## src/rtl/up_down_pkg.sv

```systemverilog
// Shared elevator types: floor count, destination-mask width and the
// per-floor flag vector used by the direction classifier.
package up_down_pkg;
  localparam int NUM_FLOORS = 7;
  localparam int MASK_W     = 6;
  localparam int CNT_W      = 3;  // per-floor count, 0..6
  localparam int TOT_W      = 5;  // all-floor total, 0..21

  typedef logic [MASK_W-1:0]     floor_mask_t;
  typedef logic [NUM_FLOORS-1:0] floor_vec_t;
  typedef logic [CNT_W-1:0]      floor_cnt_t;
  typedef logic [TOT_W-1:0]      total_t;

  function automatic floor_cnt_t popcnt(input floor_mask_t m);
    floor_cnt_t c;
    c = '0;
    for (int k = 0; k < MASK_W; k++) c = c + floor_cnt_t'(m[k]);
    return c;
  endfunction
endpackage

```

## src/rtl/up_down_if.sv

```systemverilog
// Hall-request bundle: seven destination masks in, per-floor direction flags
// and request totals out.
interface up_down_if;
  import up_down_pkg::*;
  floor_mask_t passenger_1, passenger_2, passenger_3, passenger_4,
               passenger_5, passenger_6, passenger_7;
  floor_vec_t  up_passenger, down_passenger;
  total_t      up_total, down_total;

  modport master (
    output passenger_1, passenger_2, passenger_3, passenger_4,
           passenger_5, passenger_6, passenger_7,
    input  up_passenger, down_passenger, up_total, down_total
  );
  modport slave (
    input  passenger_1, passenger_2, passenger_3, passenger_4,
           passenger_5, passenger_6, passenger_7,
    output up_passenger, down_passenger, up_total, down_total
  );
endinterface

```

## src/rtl/up_down_floor_dir_split.sv

```systemverilog
// Splits one floor's destination mask into its up/down halves; the floor
// itself is skipped, so bits below FLOOR-1 point to lower floors.
module floor_dir_split
  import up_down_pkg::*;
#(
  parameter int FLOOR = 1
) (
  input  floor_mask_t mask_i,
  output logic        up_any_o,
  output logic        down_any_o,
  output floor_cnt_t  up_cnt_o,
  output floor_cnt_t  down_cnt_o
);
  localparam floor_mask_t DN_SEL = floor_mask_t'((7'd1 << (FLOOR - 1)) - 7'd1);

  floor_mask_t up_m, dn_m;

  assign dn_m       = mask_i & DN_SEL;
  assign up_m       = mask_i & ~DN_SEL;
  assign up_any_o   = |up_m;
  assign down_any_o = |dn_m;
  assign up_cnt_o   = popcnt(up_m);
  assign down_cnt_o = popcnt(dn_m);
endmodule

```

## src/rtl/up_down.sv

```systemverilog
// Per-floor up/down request flags and totals, registered with one cycle of
// latency; reset clears all outputs asynchronously.
module up_down
  import up_down_pkg::*;
(
  input  logic       clk,
  input  logic       rst_n,
  up_down_if.slave   bus
);
  floor_mask_t mask [NUM_FLOORS];
  floor_cnt_t  up_cnt [NUM_FLOORS];
  floor_cnt_t  dn_cnt [NUM_FLOORS];
  floor_vec_t  up_d, dn_d, up_q, dn_q;
  total_t      ut_d, dt_d, ut_q, dt_q;

  assign mask[0] = bus.passenger_1;
  assign mask[1] = bus.passenger_2;
  assign mask[2] = bus.passenger_3;
  assign mask[3] = bus.passenger_4;
  assign mask[4] = bus.passenger_5;
  assign mask[5] = bus.passenger_6;
  assign mask[6] = bus.passenger_7;

  for (genvar f = 0; f < NUM_FLOORS; f++) begin : g_floor
    floor_dir_split #(.FLOOR(f + 1)) u_split (
      .mask_i     (mask[f]),
      .up_any_o   (up_d[f]),
      .down_any_o (dn_d[f]),
      .up_cnt_o   (up_cnt[f]),
      .down_cnt_o (dn_cnt[f])
    );
  end

  always_comb begin
    ut_d = '0;
    dt_d = '0;
    for (int f = 0; f < NUM_FLOORS; f++) begin
      ut_d = ut_d + total_t'(up_cnt[f]);
      dt_d = dt_d + total_t'(dn_cnt[f]);
    end
  end

  always_ff @(posedge clk or negedge rst_n) begin
    if (!rst_n) begin
      up_q <= '0;
      dn_q <= '0;
      ut_q <= '0;
      dt_q <= '0;
    end else begin
      up_q <= up_d;
      dn_q <= dn_d;
      ut_q <= ut_d;
      dt_q <= dt_d;
    end
  end

  assign bus.up_passenger   = up_q;
  assign bus.down_passenger = dn_q;
  assign bus.up_total       = ut_q;
  assign bus.down_total     = dt_q;
endmodule

```

## src/flat_wrapper.sv

```systemverilog
// flat-port wrapper written by rule: the top's interface ports become plain ports
module up_down_flat import up_down_pkg::*;
  (clk, rst_n, bus_passenger_1, bus_passenger_2, bus_passenger_3, bus_passenger_4, bus_passenger_5, bus_passenger_6, bus_passenger_7, bus_up_passenger, bus_down_passenger, bus_up_total, bus_down_total);
  up_down_if bus_i ();
  input  logic clk;
  input  logic rst_n;
  input wire logic [$bits(bus_i.passenger_1)-1:0] bus_passenger_1;
  input wire logic [$bits(bus_i.passenger_2)-1:0] bus_passenger_2;
  input wire logic [$bits(bus_i.passenger_3)-1:0] bus_passenger_3;
  input wire logic [$bits(bus_i.passenger_4)-1:0] bus_passenger_4;
  input wire logic [$bits(bus_i.passenger_5)-1:0] bus_passenger_5;
  input wire logic [$bits(bus_i.passenger_6)-1:0] bus_passenger_6;
  input wire logic [$bits(bus_i.passenger_7)-1:0] bus_passenger_7;
  output wire logic [$bits(bus_i.up_passenger)-1:0] bus_up_passenger;
  output wire logic [$bits(bus_i.down_passenger)-1:0] bus_down_passenger;
  output wire logic [$bits(bus_i.up_total)-1:0] bus_up_total;
  output wire logic [$bits(bus_i.down_total)-1:0] bus_down_total;
  assign bus_i.passenger_1 = bus_passenger_1;
  assign bus_i.passenger_2 = bus_passenger_2;
  assign bus_i.passenger_3 = bus_passenger_3;
  assign bus_i.passenger_4 = bus_passenger_4;
  assign bus_i.passenger_5 = bus_passenger_5;
  assign bus_i.passenger_6 = bus_passenger_6;
  assign bus_i.passenger_7 = bus_passenger_7;
  assign bus_up_passenger = bus_i.up_passenger;
  assign bus_down_passenger = bus_i.down_passenger;
  assign bus_up_total = bus_i.up_total;
  assign bus_down_total = bus_i.down_total;
  up_down u_core (.clk(clk), .rst_n(rst_n), .bus(bus_i));
endmodule
```

## config.mk

```make
export PLATFORM = sky130hd
export DESIGN_NAME = up_down_flat
export DESIGN_NICKNAME = d
export VERILOG_FILES = /design/src/rtl/up_down_pkg.sv /design/src/rtl/up_down_if.sv /design/src/rtl/up_down_floor_dir_split.sv /design/src/rtl/up_down.sv /design/src/flat_wrapper.sv
export SDC_FILE = /design/constraint.sdc
export NUM_CORES = 1
export LEC_CHECK = 0
export CORE_MARGIN = 2
export CORE_UTILIZATION = 47
export CTS_BUF_LIST = sky130_fd_sc_hd__clkbuf_2
export DETAILED_ROUTE_END_ITERATION = 8
export PLACE_DENSITY = 0.86
export SYNTH_ARGS = -nofsm -noshare
export SYNTH_HDL_FRONTEND = slang
export SYNTH_SLANG_ARGS = --single-unit
export TNS_END_PERCENT = 30
```

## constraint.sdc

```tcl
create_clock -name clk -period 0.8 [get_ports clk]
set_input_delay 0.16 -clock clk [delete_from_list [all_inputs] [get_ports clk]]
set_output_delay 0.16 -clock clk [all_outputs]
set_load 0.02 [all_outputs]
```

# == After elaboration in Yosys (flattened, before gate mapping) ==
# Index checks and enable logic that the tools add are counted.
# totals
register_bits,22
out_inout_bits,24
# op_classes
n_reduce_logical,10
n_addsub,40
# op_table
cell,n
adder 3 x 1 -> 3 bit,16
adder 5 x 3 -> 5 bit,6
adder 1 x 1 -> 2 bit,10
adder 2 x 1 -> 3 bit,4
OR reduction 6 bit,2
OR reduction 5 bit,2
OR reduction 4 bit,2
OR reduction 3 bit,2
adder 5 x 1 -> 5 bit,1
adder 5 x 2 -> 5 bit,1
adder 3 x 3 -> 4 bit,1
OR reduction 2 bit,2
adder 1 x 2 -> 3 bit,1

# == Longest topological paths before layout ==
# Gate-level depths: netlist (run 1).
# logic_depth
word_depth,10
depth_mapped,17
ltp_nobuf,17

# == Cells and area by module ==
# From an unflattened synthesis (run 1), not the netlist that was laid out.
# hier_totals
cells_unflattened,239
hier_area_um2,2493.6
# by_module_without_submodules
mod,instances,area_each_um2,cells_per_inst
up_down,1,1584.0,128
floor_dir_split (u_core.g_floor[0].u_split ...),2,158.9,20
floor_dir_split (u_core.g_floor[2].u_split ...),2,132.6,17
floor_dir_split (u_core.g_floor[1].u_split ...),2,127.6,15
floor_dir_split (u_core.g_floor[3].u_split),1,71.3,7

# == Worst setup path after synthesis (run 1) ==
# OpenSTA, ideal clock, no wires.
# synth_timing
path_kind,input to register
startpoint,input bus_passenger_2[1]
endpoint,register u_core.ut_q[4] (netlist: u_core.bus.up_total[4])
required_time_ns,0.682
path_slack_ns,-3.815
path_stages,13
arrival_time_ns,4.496
cell_sequence,fa_1 inv_1 fa_1 fa_1 fa_1 fa_1 fa_1 fa_1 fa_1 inv_1 fa_1 a21o_2 a21o_1
# synth_between
elab_chain_cells,9
# synth_rtl
element,line,rtl
start: declaration,flat_wrapper.sv:8,input wire logic [$bits(bus_i.passenger_2)-1:0] bus_passenger_2;
adder 1 x 1 -> 2 bit,up_down_pkg.sv:17,for (int k = 0; k < MASK_W; k++) c = c + floor_cnt_t'(m[k]);
adder 2 x 1 -> 3 bit,up_down_pkg.sv:17,
adder 3 x 1 -> 3 bit (2 in series),up_down_pkg.sv:17,
adder 3 x 3 -> 4 bit,up_down.sv:38,ut_d = ut_d + total_t'(up_cnt[f]);
adder 5 x 3 -> 5 bit (2 in series),up_down.sv:38,
adder 5 x 2 -> 5 bit,up_down.sv:38,
adder 5 x 1 -> 5 bit,up_down.sv:38,
named net u_core.ut_d[4],up_down.sv:14,"total_t ut_d, dt_d, ut_q, dt_q;"
end signal: assignment,up_down.sv:52,ut_q <= ut_d;
end: declaration,up_down.sv:14,
# The timed path passes the listed nets, and every way through them passes these cells.

# == Worst setup path after layout (run 1) ==
# Ends and elaborated chain as after synthesis.

==> flow_summary.toml, run 1 <==
[status]
outcome = "complete, but fails checks"
violations = "hold timing, setup timing"

[clock_network]
cts_max_path_buffers = 2
cts_buffers = 3
cts_root_buf = "clkbuf_2"
cts_tree = "yes"
htreeDepth = 1
clkSinkCount = 22
clkTransAtPathRegs_ps = 230

[floorplan]
chipHeight_um = 67.4
die_area_um2 = 4550
ioPinCount = 68
initial_core_util = 0.480
rows = 23
die_x_um = 67.4
core-area_um2 = 3940

[worst_setup_path]
worstSetupPathType = "input port to flip-flop"
cp_top_family = "adder cells"
crit_chain = "buf_6 -> fa_1 -> inv_2 -> fa_1 -> fa_1 -> fa_1 -> fa_1 -> fa_1 -> fa_1 -> fa_2 -> inv_2 -> fa_2 -> a21o_2 -> a21o_1"
crit_required_ps = 1100
crit_fanout = 2
arrival_ps = 4680
cp_common_cell = "fa_1"
critPathMaxStageDelay_ps = 560
crit_slowest_cell = "fa_1"
end_kind = "flip-flop"
cp.buffers_inverters = 3
critPathLaunchType = "input port"

[cells_and_area]
finalInstanceArea_um2 = 2740
layout.nets = 352
drive_gt1_frac = 0.310
nFillCells = 282
area_delta_synth_final_pct = 44.6
diodes = 0

[pwr]
ir_worst_vdd_mv = 1.45
leakagePower_nw = 1.45
p_per_area_nw_per_um2 = 2990

[logic_synthesis]
synth-seq-area-share = 0.291
synth_warnings = 0
netlist_area_um2 = 1890
avgSynthCellArea_um2 = 10.9
yosysUniqueCellTypes = 23
synth_seq_cells = 22
synth_cells = 173

[timing]
rsz0062_at_grt = "yes"
setup_viol = 34
final.period_utilization = 5.47
finalCriticalPeriod_ps = 4380
fin_ws_ps = -3580
setup_tns_ps = -35370
max_freq_mhz = 229
slew_violations = 0
hold_violations = 1
whs_ps = -24.5

[grt]
track_usage = 0.189
grt.overflow.total = 0
grt_pass1_vias = 1466
antenna_found_initial = 0
grt_max_degree = 23
grt_pass1_wl_um = 6310

[route]
initialDrtViolationCount = 100
via_per_inst = 4.36
drt_pre_antenna_iters = 4
dr_total_vias = 1331
wirelength_um = 3720
avgRoutedWirePerCell_um = 12.2
drc = 0
route.antenna.remaining_nets = 0

[worst_hold_path]
hold_class = "input port to flip-flop"

[placed_design]
port_buffers = 65
hpwl_um = 3050
place_ws_ps = -4380
gp_congestion = 0.695
postPlaceCellArea_um2 = 2710

[flow_run]
drv_cap = 0
per-layer routing:
| layer | wire (um) | track usage | vias up |
|---|---|---|---|
| li1 | - | - | 648 |
| met1 | 1500 | 0.229 | 649 |
| met2 | 2030 | 0.351 | 29 |
| met3 | 129 | 0.0183 | 5 |
| met4 | 57 | 0.0612 | 0 |
| met5 | 0 | 0 | - |
cell usage in the layout, fill, tap and decap left out, types with 2 or more instances in the layout:
master,n
inv_1,52
clkdlybuf4s50_1,28
fa_1,25
buf_2,23
dfrtp_1,22
ha_1,18
inv_2,14
buf_4,12
buf_6,7
a21o_1,5
fa_2,5
clkbuf_2,4
xnor2_1,3
nand3_1,3
ha_4,3
dlygate4sd2_1,3
xor2_1,2
inv_4,2
or4b_1,2
nand2_1,2
conb_1,2
dlymetal6s2s_1,2
buf_8,2
cell families (layout without fill, tap and decap cells):
logic type,count (synthesis),after routing,share of synthesized area
and+or+nand+nor,14,14,0.0437
AOI/OAI and AO/OA,9,9,0.0344
DFF,22,22,0.291
adders and majority gates,52,52,0.463
xor gates and xnor gates,5,5,0.0232
other,1,2,0.00198
buffers and inverters,70,151,0.143
final cells by class:
class                   count  area, um^2  area share
repair buffers             79         671       0.245
well taps                  50        62.6      0.0229
clock buffers               3        15.0     0.00549
multi-input cells          82        1150       0.419
flip-flops and latches     22         551       0.201
inverters                  68         260      0.0952
clock inverters             1        30.0      0.0110
cell usage after synthesis:
| cell | instances | area share |
|---|---|---|
| xnor2_1 | 3 | 0.014 |
| xor2_1 | 2 | 0.0093 |
| a21o_2 | 1 | 0.0046 |
| dfrtp_1 | 22 | 0.29 |
| fa_1 | 30 | 0.32 |
| nand3_1 | 3 | 0.0079 |
| ha_1 | 22 | 0.15 |
| o21a_1 | 1 | 0.0040 |
| nor4_1 | 1 | 0.0033 |
| nor2b_1 | 1 | 0.0033 |
| buf_4 | 2 | 0.0079 |
| nand2_1 | 2 | 0.0040 |
| nor3_1 | 1 | 0.0026 |
| nand4_1 | 1 | 0.0033 |
| nand2b_1 | 1 | 0.0033 |
| or4b_1 | 2 | 0.011 |
| conb_1 | 1 | 0.0020 |
| a21oi_1 | 1 | 0.0026 |
| inv_1 | 68 | 0.13 |
| or2_2 | 1 | 0.0033 |
| a31oi_1 | 1 | 0.0033 |
| a21o_1 | 5 | 0.020 |
| nor2_1 | 1 | 0.0020 |
where the power goes:
| part | switching [mW] | internal [mW] | leakage (nW) | total (mW) |
|---|---|---|---|---|
| Sequential | 0.0771 | 1.45 | 0.237 | 1.53 |
| Clock | 0.398 | 0.430 | 0.0266 | 0.829 |
| Combinational | 2.91 | 2.90 | 1.19 | 5.81 |
flip-flops by register name (all words and copies together) (netlist names):
| register | count |
|---|---|
| u_core.bus.down_passenger | 6 |
| u_core.bus.down_total | 5 |
| u_core.bus.up_passenger | 6 |
| u_core.bus.up_total | 5 |
final timing paths:
kind                                     from                              endpoint  slack (ps)  cells after the start
worst max-delay path       bus_passenger_2[1]      u_core.bus.up_total[4]$_DFF_PN0_       -3580                     14
worst min-delay path       bus_passenger_2[4]  u_core.bus.up_passenger[1]$_DFF_PN0_         -20                      2
max in group asynchronous               rst_n    u_core.bus.down_total[2]$_DFF_PN0_         580                      2
min in group asynchronous               rst_n  u_core.bus.up_passenger[4]$_DFF_PN0_          80                      2
stage by stage:
step | utilization | power, mW | std cells
final | 0.694 | 8.17 | 305
after global routing | 0.694 | 9.02 | 305
after CTS | 0.686 | 8.23 | 305
after detailed placement | 0.686 | 6.89 | 300
after global placement | 0.686 | 6.53 | 300
after floorplan | - | 4.91 | 174
repair_timing:
action,4_1_cts,5_1_grt
hold endpoints to repair,1,1
setup endpoints to repair,34,35
gates resized for setup,160,18
pin swaps,30,23
buffers inserted,2,0
No activity file was read; power rests on OpenSTA's default activity.
==> inputs of run 2 (changes only) <==
--- a/config.mk
+++ b/config.mk
@@ -9,6 +9,7 @@
 export CORE_UTILIZATION = 47
 export CTS_BUF_LIST = sky130_fd_sc_hd__clkbuf_2
 export DETAILED_ROUTE_END_ITERATION = 8
+export MAX_ROUTING_LAYER = met4
 export PLACE_DENSITY = 0.86
 export SYNTH_ARGS = -nofsm -noshare
 export SYNTH_HDL_FRONTEND = slang
==> run 2 against run 1 <==
  * Non-clock buffer count unchanged
  * Final cell count unchanged
  * Largest cell class unchanged
  * Flip-flop and latch count unchanged
  * The run still ends with hold timing, setup timing left
  * Maximum frequency down 0.13%
  * Largest power group unchanged
==> flow_summary.toml, run 2 (synthesis gave the netlist of run 1 again) <==
[status]
outcome = "complete, but fails checks"
violations = "hold timing, setup timing"

[placed_design]
postPlaceCellArea_um2 = 2710
port_buffers = 65
dp.cells = 300
hpwl_um = 3050
gp_congestion = 0.703

[clock_network]
htreeDepth = 1
cts_max_path_buffers = 2
cts_buffers = 3
clkTransAtPathRegs_ps = 230
clkSinkCount = 22
cts_tree = "yes"
cts_root_buf = "clkbuf_2"

[timing]
whs_ps = -19.1
setup_viol = 34
max_freq_mhz = 228
finalCriticalPeriod_ps = 4380
final.period_utilization = 5.48
setup_tns_ps = -35320
rsz0062_at_grt = "yes"
fin_ws_ps = -3580
slew_violations = 0
hold_violations = 1

[worst_hold_path]
hold_path_end = "u_core.bus.up_passenger[1]$_DFF_PN0_"
hp-start = "bus_passenger_2[4]"
hold_class = "input port to flip-flop"
hold_depth = 2

[route]
drt_pre_antenna_iters = 4
dr_total_vias = 1329
drc = 0
via_per_inst = 4.36
initialDrtViolationCount = 98
wirelength_um = 3720
route.antenna.remaining_nets = 0
avgRoutedWirePerCell_um = 12.2

[cells_and_area]
layout.nets = 352
diodes = 0
instances_no_fill = 305
final_common_cell = "inv_1"
area_delta_synth_final_pct = 44.2
drive_gt1_frac = 0.310
final_cell_mix = "52 x inv_1, 28 x clkdlybuf4s50_1, 25 x fa_1, 24 x buf_2, 22 x dfrtp_1"
finalInstanceArea_um2 = 2730

[grt]
grt_pass1_wl_um = 6310
track_usage = 0.195
grt_pass1_vias = 1466
antenna_found_initial = 0
grt.overflow.total = 0
grt_max_degree = 23

[worst_setup_path]
worstSetupPathType = "input port to flip-flop"
arrival_ps = 4680
cp_top_family = "adder cells"
crit_start = "bus_passenger_2[1]"
cp_common_cell = "fa_1"
crit_slowest_cell = "fa_1"
critPathLaunchType = "input port"
critPathMaxStageDelay_ps = 560
crit_chain = "buf_6 -> fa_1 -> inv_2 -> fa_1 -> fa_1 -> fa_1 -> fa_1 -> fa_1 -> fa_1 -> fa_2 -> inv_2 -> fa_2 -> a21o_2 -> a21o_1"
cp.buffers_inverters = 3
crit_fanout = 2
crit_required_ps = 1100
crit_cells = 14
end_kind = "flip-flop"

[floorplan]
core-area_um2 = 3940
die_area_um2 = 4550
rows = 23
die_x_um = 67.4
ioPinCount = 68
chipHeight_um = 67.4
initial_core_util = 0.480

[flow_run]
drv_cap = 0

[pwr]
p_per_area_nw_per_um2 = 2990
leakagePower_nw = 1.45
p_total_mw = 8.15
ir_worst_vdd_mv = 1.44
-- run 2: cell counts in the layout (fill, tap and decap cells not counted) --
Identical to the previous run, type by type.
-- run 2: where the power goes --
| group | leakage [nW] | switching (mW) | internal (mW) |
|---|---|---|---|
| sequential | 0.237 | 0.0735 | 1.45 |
| combinational | 1.19 | 2.91 | 2.89 |
| clock | 0.0266 | 0.394 | 0.430 |
-- run 2: metal layers --
| metal | GRT usage | routed length [um] | up-vias |
|---|---|---|---|
| li1 | - | - | 648 |
| met1 | 0.231 | 1520 | 647 |
| met2 | 0.351 | 2030 | 29 |
| met3 | 0.0150 | 110 | 5 |
| met4 | 0.0612 | 58 | 0 |
| met5 | - | 0 | - |
-- run 2: repair_timing --
action / in CTS / in global routing
setup buffers: 2 / 0
pin swaps: 30 / 23
endpoints found under the setup margin: 34 / 35
gates resized for setup: 160 / 16
hold endpoints to repair: 1 / 1
-- run 2: how the worst max path moves through the flow --
stage | slack [ps] | endpoint
finish | -3580 | u_core.bus.up_total[4]$_DFF_PN0_
global route | -3670 | u_core.bus.up_total[4]$_DFF_PN0_
detailed placement | -4380 | u_core.bus.up_total[4]$_DFF_PN0_
floorplan | -3730 | u_core.bus.up_total[4]$_DFF_PN0_
global placement | -4230 | u_core.bus.up_total[4]$_DFF_PN0_
CTS | -3770 | u_core.bus.up_total[4]$_DFF_PN0_
-- run 2: stage by stage --
step,setup WS [ps],hold slack [ps],util
finish,-3580,-19.1,0.692
global route,-3670,-41.0,0.692
CTS,-3770,-27.7,0.686
detailed placement,-4380,522,0.686
global placement,-4230,522,0.686
floorplan,-3730,-136,-
-- run 2: cell type report --
cell class	count	area [um^2]
fillers	281	1210
multi-input cells	82	1150
repair buffers	79	664
flip-flops and latches	22	551
inverters	68	260
well taps	50	62.6
clock inverters	1	30.0
clock buffers	3	15.0
